**src/rtl/pipe_pkg.sv**
```systemverilog
// Shared definitions for the pipeline hazard controller: forwarding-select
// encoding and the controller FSM states.
package pipe_pkg;

  // Operand source selects for the ID-stage qa/qb muxes.
  localparam logic [1:0] FWD_REG = 2'd0;  // register file
  localparam logic [1:0] FWD_EXE = 2'd1;  // EXE ALU result
  localparam logic [1:0] FWD_MEM = 2'd2;  // MEM ALU result
  localparam logic [1:0] FWD_MDO = 2'd3;  // MEM load data

  typedef enum logic {
    RUN    = 1'b0,
    MCWAIT = 1'b1
  } hz_state_e;

endpackage

```
**src/rtl/fwd_sel.sv**
```systemverilog
// Forwarding select for one ID operand, resolved against the EXE and MEM
// write-back shadows. EXE wins over MEM; register 0 never forwards.
module fwd_sel
  import pipe_pkg::*;
(
  input  logic [4:0] r,
  input  logic       u,
  input  logic       ex_wreg,
  input  logic [4:0] ex_dest,
  input  logic       mem_wreg,
  input  logic       mem_m2reg,
  input  logic [4:0] mem_dest,
  output logic [1:0] sel
);

  // Priority compare: youngest producer first.
  always_comb begin
    sel = FWD_REG;
    if (u && (r != 5'd0)) begin
      if (ex_wreg && (ex_dest == r)) begin
        sel = FWD_EXE;
      end else if (mem_wreg && (mem_dest == r)) begin
        sel = mem_m2reg ? FWD_MDO : FWD_MEM;
      end
    end
  end

endmodule

```
**src/rtl/hazard_ctrl.sv**
```systemverilog
// Pipeline hazard controller: tracks the write-back control of the EXE and
// MEM instructions, drives operand forwarding, load-use stalls and the
// multi-cycle EXE hold sequence.
module hazard_ctrl
  import pipe_pkg::*;
#(
  parameter int unsigned MC_CYCLES = 4
) (
  input  logic        clock,
  input  logic        reset,
  input  logic [4:0]  rs,
  input  logic [4:0]  rt,
  input  logic        usesRs,
  input  logic        usesRt,
  input  logic        wreg,
  input  logic        m2reg,
  input  logic [4:0]  destReg,
  input  logic        idMulti,
  output logic        stall,
  output logic        bubble,
  output logic        holdExe,
  output logic [1:0]  fwda,
  output logic [1:0]  fwdb,
  output logic [15:0] stallCount
);

  localparam int unsigned CntW = $clog2(MC_CYCLES) + 1;
  localparam logic [CntW-1:0] CntLoad = CntW'(MC_CYCLES - 1);
  localparam logic MultiEn = (MC_CYCLES > 1);

  hz_state_e       state_q, state_d;
  logic [CntW-1:0] cnt_q, cnt_d;
  logic [15:0]     stall_count_q;

  logic       ex_wreg_q, ex_m2reg_q, ex_multi_q;
  logic [4:0] ex_dest_q;
  logic       mem_wreg_q, mem_m2reg_q;
  logic [4:0] mem_dest_q;

  logic load_use;

  fwd_sel u_fwd_a (
    .r         (rs),
    .u         (usesRs),
    .ex_wreg   (ex_wreg_q),
    .ex_dest   (ex_dest_q),
    .mem_wreg  (mem_wreg_q),
    .mem_m2reg (mem_m2reg_q),
    .mem_dest  (mem_dest_q),
    .sel       (fwda)
  );

  fwd_sel u_fwd_b (
    .r         (rt),
    .u         (usesRt),
    .ex_wreg   (ex_wreg_q),
    .ex_dest   (ex_dest_q),
    .mem_wreg  (mem_wreg_q),
    .mem_m2reg (mem_m2reg_q),
    .mem_dest  (mem_dest_q),
    .sel       (fwdb)
  );

  // A load in EXE feeding an ID operand: its data is not available until MEM.
  assign load_use = ex_wreg_q && ex_m2reg_q && ((fwda == FWD_EXE) || (fwdb == FWD_EXE));

  // FSM state and hold counter register.
  always_ff @(posedge clock) begin
    if (reset) begin
      state_q <= RUN;
      cnt_q   <= '0;
    end else begin
      state_q <= state_d;
      cnt_q   <= cnt_d;
    end
  end

  // Next state: enter MCWAIT when a multi-cycle op (not a load) is captured.
  always_comb begin
    state_d = state_q;
    cnt_d   = cnt_q;
    unique case (state_q)
      RUN: begin
        if (MultiEn && !bubble && idMulti && !m2reg) begin
          state_d = MCWAIT;
          cnt_d   = CntLoad;
        end
      end
      MCWAIT: begin
        cnt_d = cnt_q - CntW'(1);
        // ex_multi_q is always set here; leaving on its absence is a safe exit.
        if ((cnt_q == CntW'(1)) || !ex_multi_q) begin
          state_d = RUN;
        end
      end
      default: state_d = RUN;
    endcase
  end

  // Pipeline control outputs; load-use is suppressed while EXE is held.
  always_comb begin
    stall   = 1'b0;
    bubble  = 1'b0;
    holdExe = 1'b0;
    unique case (state_q)
      RUN: begin
        stall  = load_use;
        bubble = load_use;
      end
      MCWAIT: begin
        stall   = 1'b1;
        holdExe = 1'b1;
      end
      default: ;
    endcase
  end

  // Shadow pipeline: EXE holds during MCWAIT while MEM drains a bubble.
  always_ff @(posedge clock) begin
    if (reset) begin
      ex_wreg_q   <= 1'b0;
      ex_m2reg_q  <= 1'b0;
      ex_dest_q   <= 5'd0;
      ex_multi_q  <= 1'b0;
      mem_wreg_q  <= 1'b0;
      mem_m2reg_q <= 1'b0;
      mem_dest_q  <= 5'd0;
    end else if (holdExe) begin
      mem_wreg_q  <= 1'b0;
      mem_m2reg_q <= 1'b0;
      mem_dest_q  <= 5'd0;
    end else begin
      mem_wreg_q  <= ex_wreg_q;
      mem_m2reg_q <= ex_m2reg_q;
      mem_dest_q  <= ex_dest_q;
      if (bubble) begin
        ex_wreg_q  <= 1'b0;
        ex_m2reg_q <= 1'b0;
        ex_dest_q  <= 5'd0;
        ex_multi_q <= 1'b0;
      end else begin
        ex_wreg_q  <= wreg;
        ex_m2reg_q <= m2reg;
        ex_dest_q  <= destReg;
        ex_multi_q <= idMulti & ~m2reg;
      end
    end
  end

  // Saturating count of stalled cycles.
  always_ff @(posedge clock) begin
    if (reset) begin
      stall_count_q <= 16'd0;
    end else if (stall && (stall_count_q != 16'hFFFF)) begin
      stall_count_q <= stall_count_q + 16'd1;
    end
  end

  assign stallCount = stall_count_q;

endmodule

```
**config.mk**
```make
export PLATFORM = sky130hd
export DESIGN_NAME = hazard_ctrl
export DESIGN_NICKNAME = d
export VERILOG_FILES = /design/src/rtl/pipe_pkg.sv /design/src/rtl/fwd_sel.sv /design/src/rtl/hazard_ctrl.sv
export SDC_FILE = /design/constraint.sdc
export NUM_CORES = 1
export LEC_CHECK = 0
export CAP_MARGIN = 20
export CELL_PAD_IN_SITES_DETAIL_PLACEMENT = 0
export CELL_PAD_IN_SITES_GLOBAL_PLACEMENT = 1
export CORE_ASPECT_RATIO = 0.8
export CORE_UTILIZATION = 35
export DETAILED_ROUTE_END_ITERATION = 6
export GPL_ROUTABILITY_DRIVEN = 0
export PLACE_DENSITY = 0.8
export SETUP_SLACK_MARGIN = 0.15
export SLEW_MARGIN = 20
export SYNTH_ARGS = -nofsm -noshare
export SYNTH_HDL_FRONTEND = slang
export SYNTH_SLANG_ARGS = --single-unit
```
**constraint.sdc**
```tcl
create_clock -name clock -period 3.4 [get_ports clock]
set_clock_uncertainty 0.2 [all_clocks]
set_input_delay 1.02 -clock clock [delete_from_list [all_inputs] [get_ports clock]]
set_output_delay 1.02 -clock clock [all_outputs]
set_load 0.02 [all_outputs]
```
Word level (Yosys, flattened, before mapping)
Cells that the tools add are included.
- add/sub/neg operators: 2
- eq/ne operators: 9
- muxes and demuxes: 19
- bitwise operators: 3
- reductions and logical operators: 19
- operators by type and width (operator ; count):
    $eq A5 B5 Y1 ; 4
    $add A16 B1 Y16 const B ; 1
    $ne A16 B16 Y1 const B ; 1
    $mux W2 ; 6
    $logic_and A1 B1 Y1 ; 11
    $reduce_bool A5 Y1 ; 2
    $mux W1 ; 8
    $pmux W3 S2 ; 1
    $mux W5 ; 1
    $eq A2 B1 Y1 const B ; 2
    $pmux W1 S2 ; 2
    $eq A3 B1 Y1 const B ; 1
    $logic_not A1 Y1 ; 3
    $mux W3 ; 1
    $sub A3 B1 Y3 const B ; 1
    $logic_or A1 B1 Y1 ; 2
    $ne A2 B2 Y1 const B ; 1
    $not A1 Y1 ; 2
    $reduce_or A2 Y1 ; 1
    $and A1 B1 Y1 ; 1
- register bits after elaboration: 35
- bits of input ports: 22
- output and inout port bits: 23
- word-level logic and storage cells: 62

Longest topological paths before layout
Gate-level depths: netlist of run 1.
- word-level depth: 14
- depth in mapped cells: 8
- mapped depth without buffers: 7

Modules after synthesis
Synthesis of run 1 repeated with hierarchy kept, for this count alone.
- cell total of the unflattened synthesis: 206
- area total of the unflattened synthesis: 1870.5 um2
- modules (own cells, without submodules) (module ; times used ; cells each ; area each (um2) ; sequential area each (um2)):
    hazard_ctrl ; 1 ; 168 ; 1540.2 ; 700.7
    fwd_sel ; 2 ; 19 ; 165.2 ; 0.0

Worst setup path before layout of run 1
OpenSTA, ideal clock, no wires.
- path type: input -> output
- start: input rs[1]
- end: output stall
- data arrival time: 2400 ps
- data required time: 2180 ps
- setup slack: -220 ps
- stages on the path: 7
- buffers on the path: 1
- cells stage by stage: or4_1 > o21ai_2 > nor4_4 > o21ai_4 > buf_6 > and2_1 > inv_2
- cells in the longest elaborated chain, start to end: 9
- elaborated cells between the ends (all ways): 13
- those cells by class: eq/ne: 3; mux: 4; reduce/logical: 6
- RTL lines (item ; line ; source):
    start: declaration ; hazard_ctrl.sv:11 ; input logic [4:0] rs,
    $eq A5 B5 Y1 ; fwd_sel.sv:22 ; end else if (mem_wreg && (mem_dest == r)) begin
    $logic_and A1 B1 Y1 ; fwd_sel.sv:22 ;
    $mux W2 ; fwd_sel.sv:22 ;
    $mux W2 ; fwd_sel.sv:20 ; if (ex_wreg && (ex_dest == r)) begin
    $mux W2 (*) ; fwd_sel.sv:19 ; if (u && (r != 5'd0)) begin
    $eq A2 B1 Y1 (*) ; hazard_ctrl.sv:65 ; assign load_use = ex_wreg_q && ex_m2reg_q && ((fwda == FWD_EXE) || (fwdb == FWD_EXE));
    $logic_or A1 B1 Y1 (*) ; hazard_ctrl.sv:65 ;
    $logic_and A1 B1 Y1 (*) ; hazard_ctrl.sv:65 ;
    $pmux W1 S2 (*) ; hazard_ctrl.sv:105 ; unique case (state_q)
    end: declaration ; hazard_ctrl.sv:19 ; output logic stall,
Every way passes the cells marked *; elsewhere a longest branch is shown, timed or not.

Worst setup path in the final report of run 1
- start: input rt[3]
- end: output stall
- cells in the longest elaborated chain, start to end: 9
- elaborated cells between the ends (all ways): 13
- those cells by class: eq/ne: 3; mux: 4; reduce/logical: 6
- RTL lines (item ; line ; source):
    start: declaration ; hazard_ctrl.sv:12 ; input logic [4:0] rt,
    $eq A5 B5 Y1 ; fwd_sel.sv:22 ;
    $logic_and A1 B1 Y1 ; fwd_sel.sv:22 ;
    $mux W2 ; fwd_sel.sv:22 ;
    $mux W2 ; fwd_sel.sv:20 ;
    $mux W2 (*) ; fwd_sel.sv:19 ;
    $eq A2 B1 Y1 (*) ; hazard_ctrl.sv:65 ;
    $logic_or A1 B1 Y1 (*) ; hazard_ctrl.sv:65 ;
    $logic_and A1 B1 Y1 (*) ; hazard_ctrl.sv:65 ;
    $pmux W1 S2 (*) ; hazard_ctrl.sv:105 ;
Marked as above.

==> run metrics, run 1 <==
slack of the worst reg-to-reg path 0.83 ns; post-detail-place hpwl 3.64 mm; Die W 90.0 µm; FFs w/ async S/R, synth 0%; DR DRC count 0; ranking of synthesized cells by area dfxtp_1 32%, xnor2_1 7.7%, mux2_4 6.2%; Die H 72.4 µm; top cell type's share of synthesized area 32.4%; root buf cell clkbuf_8; syn nets 258; Avg Cell Area, Syn 9.30 µm²; f_max 275 MHz; detailed-route via count 1845; cells after synthesis 233; worst slew pin tran 0.865 ns; Hold Slack 0.281 ns; pre-CTS WS -0.983 ns; clock latency on the worst-skew pair 0.29 ns; number of fill cells in the layout 571; simple-gate portion of the synthesized area 26.9%; first-pass GRT wire length 8.16 mm; Max Buffers Root-to-Sink 2; Slew HR 41.9%; main combinational cell family by area after synthesis simple AND/OR/NAND/NOR gates; worst path required time 2.18 ns; CTS tree done; mapped cell area 2170 µm²; WL/cell 12.6 µm; Core Region 5940 µm²; CP Capture Type output pin; worst min path class register to register; Synth Area in Compound Gates 18.1%; type of origin of the critical path primary input; # placed instances 372; max-cap violations 0; dominant cell type by area after synthesis dfxtp_1; Most used DFF post-synth dfxtp_1; register bit count reported by yosys 35; setup TNS -1.04 ns; gr ovfl total 0; Tmin final 3.64 ns; Seq/Total Area, Yosys 32.4%; Synth Area in Adders 1.73%; Rows 25; status finished, violations left; Synth-to-Final Area Change 38.0%; clock slew at reported path FFs 0.07 ns; Final WS setup -0.236 ns; drt initial violations 45; post-synth cell types 50; Sinks on Clock Net 35; Synthesis Warnings 0; VDD IR max 136 µV; Avg Vias per Cell 4.82; antenna-violating nets left 0; largest net degree at the start of global routing 42; Hold Fails Final Rpt 0; Final #Nets 326; vias in the first global route 1760; Overall Power 0.914 mW; Setup CP Type primary input to output pin; post-route insts no fill 383; final setup violation count 6; Initial Utilization 36.4%; mux cell area share after synthesis 8.78%; Die ar. 6510 µm²; CP Max Fanout 3; PwrDens 306 nW/µm²; n_diodes 0; Port Buf Inserts 44; EDFF count, synth 0; xor/xnor cell area share of the yosys netlist 8.09%; DRT Wirelength 4.82 mm; TritonCTS Buffers 5; initial antenna violation count 0; layout cell share with drive strength beyond 1 28.5%; Leak 1.12 nW; Ports 45; router iterations before antenna repair 4; Period Utilization, post-route 107%; Arr. time, crit path 2.42 ns; H-tree depth 2; GRT Total Usage 15.7%; RSZ-0062 raised after global routing true; Slew Limit Fails 0; failing checks setup timing
[kinds of logic after synthesis]
kind of cell / after synthesis
buf+inv: 19
compound gates: 40
fa+ha+maj: 3
mux: 14
flops: 35
simple gates: 102
xor+xnor: 20
[per-stage QoR]
stage          area, µm²  utilization, %
6_report            2990            50.3
5_1_grt             2990            50.3
4_1_cts             2970            50.0
3_5_place_dp        2860            48.1
3_3_place_gp        2860            48.1
2_1_floorplan       2190               -
[worst paths after layout]
| kind | cells past startpoint | startpoint | to |
|---|---|---|---|
| worst max-delay path | 8 | rt[3] | stall |
| worst min-delay path | 2 | ex_m2reg_q$_SDFFE_PP0N_ | ex_m2reg_q$_SDFFE_PP0N_ |
| worst max register to register | 7 | ex_dest_q[4]$_SDFFE_PP0N_ | stallCount[4]$_SDFFE_PP0P_ |
| worst min register to register | 2 | ex_m2reg_q$_SDFFE_PP0N_ | ex_m2reg_q$_SDFFE_PP0N_ |
[cell type report]
cell class | count | area (µm²) | area share, %
multi-input combinational | 179 | 1420 | 47.6
sequential | 35 | 701 | 23.5
timing repair buffer | 71 | 627 | 21.0
tap | 81 | 101 | 3.39
clock buffer | 8 | 100 | 3.35
inverter | 9 | 36.3 | 1.21
[critical path: stages]
cell	delay (ns)
buf_6	0.09
or4_4	0.54
o21ai_4	0.17
nor4_4	0.07
o21ai_4	0.19
and2_4	0.18
inv_4	0.04
buf_6	0.12
[metal layers]
layer | global-route usage [%] | share of wire (%) | vias to the layer above
li1 | - | - | 962
met1 | 21.4 | 53 | 849
met2 | 25.0 | 44 | 27
met3 | 3.25 | 2.6 | 7
met4 | 5.38 | 1.2 | 0
met5 | 0 | 0 | -
[sequential cells by signal, summed over array words and instances, names as in the netlist, 3 cells and up]
| register | cells |
|---|---|
| mem_dest_q | 5 |
| ex_dest_q | 5 |
| stallCount | 16 |
| cnt_q | 3 |
[cell usage after synthesis, types with 2 or more instances]
master,count
dfxtp_1,35
and2_1,9
mux2_2,2
nand2b_1,2
a2111oi_4,2
mux2_1,2
ha_1,3
nand4_1,6
a21oi_1,9
o21ai_4,2
buf_6,2
and3_1,2
o21ai_0,3
a2111oi_1,3
nand3_1,11
nor2b_1,13
buf_2,2
inv_1,8
nand2_1,24
a21o_1,2
o31a_1,3
a211oi_1,2
xnor2_1,19
clkbuf_1,6
nor4_4,3
nor3_1,4
mux2_4,9
a211oi_2,4
nor2_1,20
[where the power goes]
group / internal, mW / switching [mW]
Sequential: 0.424 / 0.0146
Clock: 0.185 / 0.148
Combinational: 0.0748 / 0.0677
Total: 0.684 / 0.230
[timing repair]
item / in CTS / in global routing
hold buffers: 0 / 0
pin swaps: 9 / 2
endpoints found under the setup margin: 11 / 6
setup buffers: 3 / 0
gates resized for setup: 76 / 4
endpoints found under the hold margin: 0 / 0
[cell usage in the layout, fill, tap and decap left out, drive strengths merged, types with 3 or more instances in the layout]
| master | n |
|---|---|
| a2111oi | 6 |
| a211oi | 6 |
| a21oi | 10 |
| and2 | 9 |
| buf | 41 |
| clkbuf | 8 |
| clkdlybuf4s50 | 26 |
| dfxtp | 35 |
| ha | 3 |
| inv | 9 |
| mux2 | 13 |
| nand2 | 24 |
| nand3 | 12 |
| nand4 | 7 |
| nor2 | 20 |
| nor2b | 13 |
| nor3 | 4 |
| nor4 | 3 |
| o21ai | 6 |
| o31a | 3 |
| xnor2 | 19 |
(Power assumes the default switching activity.)
==> run 2, diff against run 1 <==
==> constraint.sdc (replaced) <==
create_clock -name clock -period 3.4 [get_ports clock]
set_clock_uncertainty 0.2 [all_clocks]
set_input_delay 0.34 -clock clock [delete_from_list [all_inputs] [get_ports clock]]
set_output_delay 0.34 -clock clock [all_outputs]
set_load 0.02 [all_outputs]
==> run 2 against run 1 <==
Effect of this change:
- the run now ends clean
- core utilization is 3.0 points lower
- hold slack worse by 0.0025 ns
- via count is 4.9% lower
- sequential share of layout area is 1.5 points higher
- sequential power hardly changed
- clock power is 16% higher
- wire length is 6.0% lower
- critical path depth is 1 lower
- global-route usage is 0.59 points lower
- sequential cell count stayed put
- clock-buffer cell count is 2 lower
- die area stayed put
- largest power group unchanged
==> run metrics, run 2 (synthesized netlist as in run 1, its figures left out) <==
Synth-to-Final Area Change 29.8% (was 38.0%); setup TNS 0 ns (was -1.04 ns); Die W 90.0 µm (unchanged); VDD IR max 153 µV (was 136 µV); Avg Vias per Cell 4.86 (was 4.82); RSZ-0062 raised after global routing false (was true); gr ovfl total 0 (unchanged); met1 WL 2.35 mm (was 2.53 mm); H-tree depth 2 (unchanged); detailed-route via count 1755 (was 1845); status completed (was finished, violations left); clock latency on the worst-skew pair 0.28 ns (was 0.29 ns); Final #Nets 304 (was 326); TritonCTS Buffers 5 (unchanged); antenna-violating nets left 0 (unchanged); metal2 WL 1.98 mm (was 2.10 mm); drt initial violations 55 (was 45); Rows 25 (unchanged); Slew HR 45.7% (was 41.9%); crit-path most repeated cell clkdlybuf4s50_1; Die H 72.4 µm (unchanged); DR DRC count 0 (unchanged); Sinks on Clock Net 35 (unchanged); Period Utilization, post-route 88.7% (was 107%); root buf cell clkbuf_8 (unchanged); Largest register FFs 16 (unchanged); CP Max Fanout 4 (was 3); Arr. time, crit path 2.48 ns (was 2.42 ns); Core Region 5940 µm² (unchanged); WL/cell 12.6 µm (about the same); n_diodes 0 (unchanged); Die ar. 6510 µm² (unchanged); pre-CTS WS 0.268 ns (was -0.983 ns); type of origin of the critical path primary input (unchanged); CP max stage delay 0.62 ns (was 0.54 ns); multi-input logic area 1380 µm² (was 1420 µm²); Ports 45 (unchanged); initial antenna violation count 0 (unchanged); worst path bufs/invs 2 (was 3); Max Buffers Root-to-Sink 2 (unchanged); GRT Total Usage 15.1% (was 15.7%); Final WS setup 0.385 ns (was -0.236 ns); worst slew pin tran 0.809 ns (was 0.865 ns); CP Capture Type output pin (unchanged); router iterations before antenna repair 4 (unchanged); max-cap violations 0 (unchanged); f_max 332 MHz (was 275 MHz); setup bufs post-CTS 0 (was 3); Crit-path slowest cell clkdlybuf4s50_1 (was or4_4); first-pass GRT wire length 7.90 mm (was 8.16 mm); Slew Limit Fails 0 (unchanged); uppermost layer routed met4 (unchanged); Initial Utilization 36.4% (unchanged); number of fill cells in the layout 578 (was 571); DRT Wirelength 4.53 mm (was 4.82 mm); Tmin final 3.02 ns (was 3.64 ns); Setup CP Type primary input to output pin (unchanged); cell family with most CP delay buffers and inverters (was simple AND/OR/NAND/NOR gates); post-detail-place hpwl 3.43 mm (was 3.64 mm); post-CTS sizing 0 (was 76); Port Buf Inserts 44 (unchanged); final setup violation count 0 (was 6); CP Cell Sequence clkdlybuf4s50_1 -> xnor2_1 -> nand2_1 -> nor4_4 -> o21ai_4 -> nor2_1 -> clkdlybuf4s50_1 (was buf_6 -> or4_4 -> o21ai_4 -> nor4_4 -> o21ai_4 -> and2_4 -> inv_4 -> buf_6); worst min path class register to register (unchanged); Leak 0.990 nW (was 1.12 nW); largest net degree at the start of global routing 42 (unchanged); commonest non-fill, non-tap cell in the layout clkdlybuf4s50_1 (was dfxtp_1); PwrDens 337 nW/µm² (was 306 nW/µm²); clock slew at reported path FFs 0.07 ns (about the same); vias in the first global route 1651 (was 1760); hold buffer count at CTS 0 (unchanged); worst path required time 2.86 ns (was 2.18 ns); met3 wire len 164 µm (was 126 µm); layout cell share with drive strength beyond 1 16.1% (was 28.5%); Hold Fails Final Rpt 0 (unchanged); register area 701 µm² (unchanged); CTS tree done (unchanged); most frequent cells in the layout 43 x clkdlybuf4s50_1, 35 x dfxtp_1, 24 x nand2_1, 20 x nor2_1, 19 x xnor2_1 (was 35 x dfxtp_1, 26 x clkdlybuf4s50_1, 26 x buf_4, 24 x nand2_1, 19 x nor2_1)
==> run 2: changes by cell type in the layout (fill, tap and decap cells not counted), moves of 2 or more <==
cell             previous run  this run
buf_4                      26         5
clkdlybuf4s50_1            26        43
buf_6                       9         0
buf_2                       6         0
dlygate4sd2_1               2         0
==> run 2: cell type report <==
type	instances	share of cell area, %
sequential	35	24.9
timing repair buffer	49	17.1
clock inverter	2	1.25
multi-input combinational	179	49.0
clock buffer	6	2.94
tap	81	3.61
inverter	9	1.20
==> run 2: per-stage QoR <==
step,area [µm²],power [mW],cells,hold WS (ns),util [%]
2_1_floorplan,2170,0.521,233,0.244,-
3_3_place_gp,2690,0.571,353,0.263,45.3
3_5_place_dp,2690,0.573,353,0.269,45.3
4_1_cts,2810,0.960,361,0.280,47.2
5_1_grt,2810,1.00,361,0.296,47.3
6_report,2810,0.947,361,0.278,47.3
==> run 2: path summary, 6_finish.rpt <==
check	start	to	slack [ns]	cells after the start
worst min register to register	ex_m2reg_q$_SDFFE_PP0N_	ex_m2reg_q$_SDFFE_PP0N_	0.28	2
worst min-delay path	ex_m2reg_q$_SDFFE_PP0N_	ex_m2reg_q$_SDFFE_PP0N_	0.28	2
worst max-delay path	rt[0]	bubble	0.38	7
worst max register to register	ex_dest_q[4]$_SDFFE_PP0N_	stallCount[5]$_SDFFE_PP0P_	0.81	7
==> run 2: power breakdown <==
part           leakage (nW)  internal [mW]  switching, mW
clock                0.0612          0.237          0.149
sequential            0.286          0.424         0.0141
combinational         0.643         0.0633         0.0602
total                 0.990          0.724          0.223
==> run 2: routing by layer <==
metal	vias to the layer above	global-route usage (%)
met4	0	4.30
li1	917	-
met5	-	0
met1	804	20.6
met3	4	3.04
met2	30	24.5
==> run 2: worst register-to-register path, delay by kind of cell, from the launching register on <==
family,cells,cell delay [ns]
buffers and inverters,1,0.21
XOR/XNOR,1,0.14
AO/OA/AOI/OAI,2,0.62
AND/OR/NAND/NOR,2,0.49
flip-flops,1,0.43
multiplexers,1,0.38
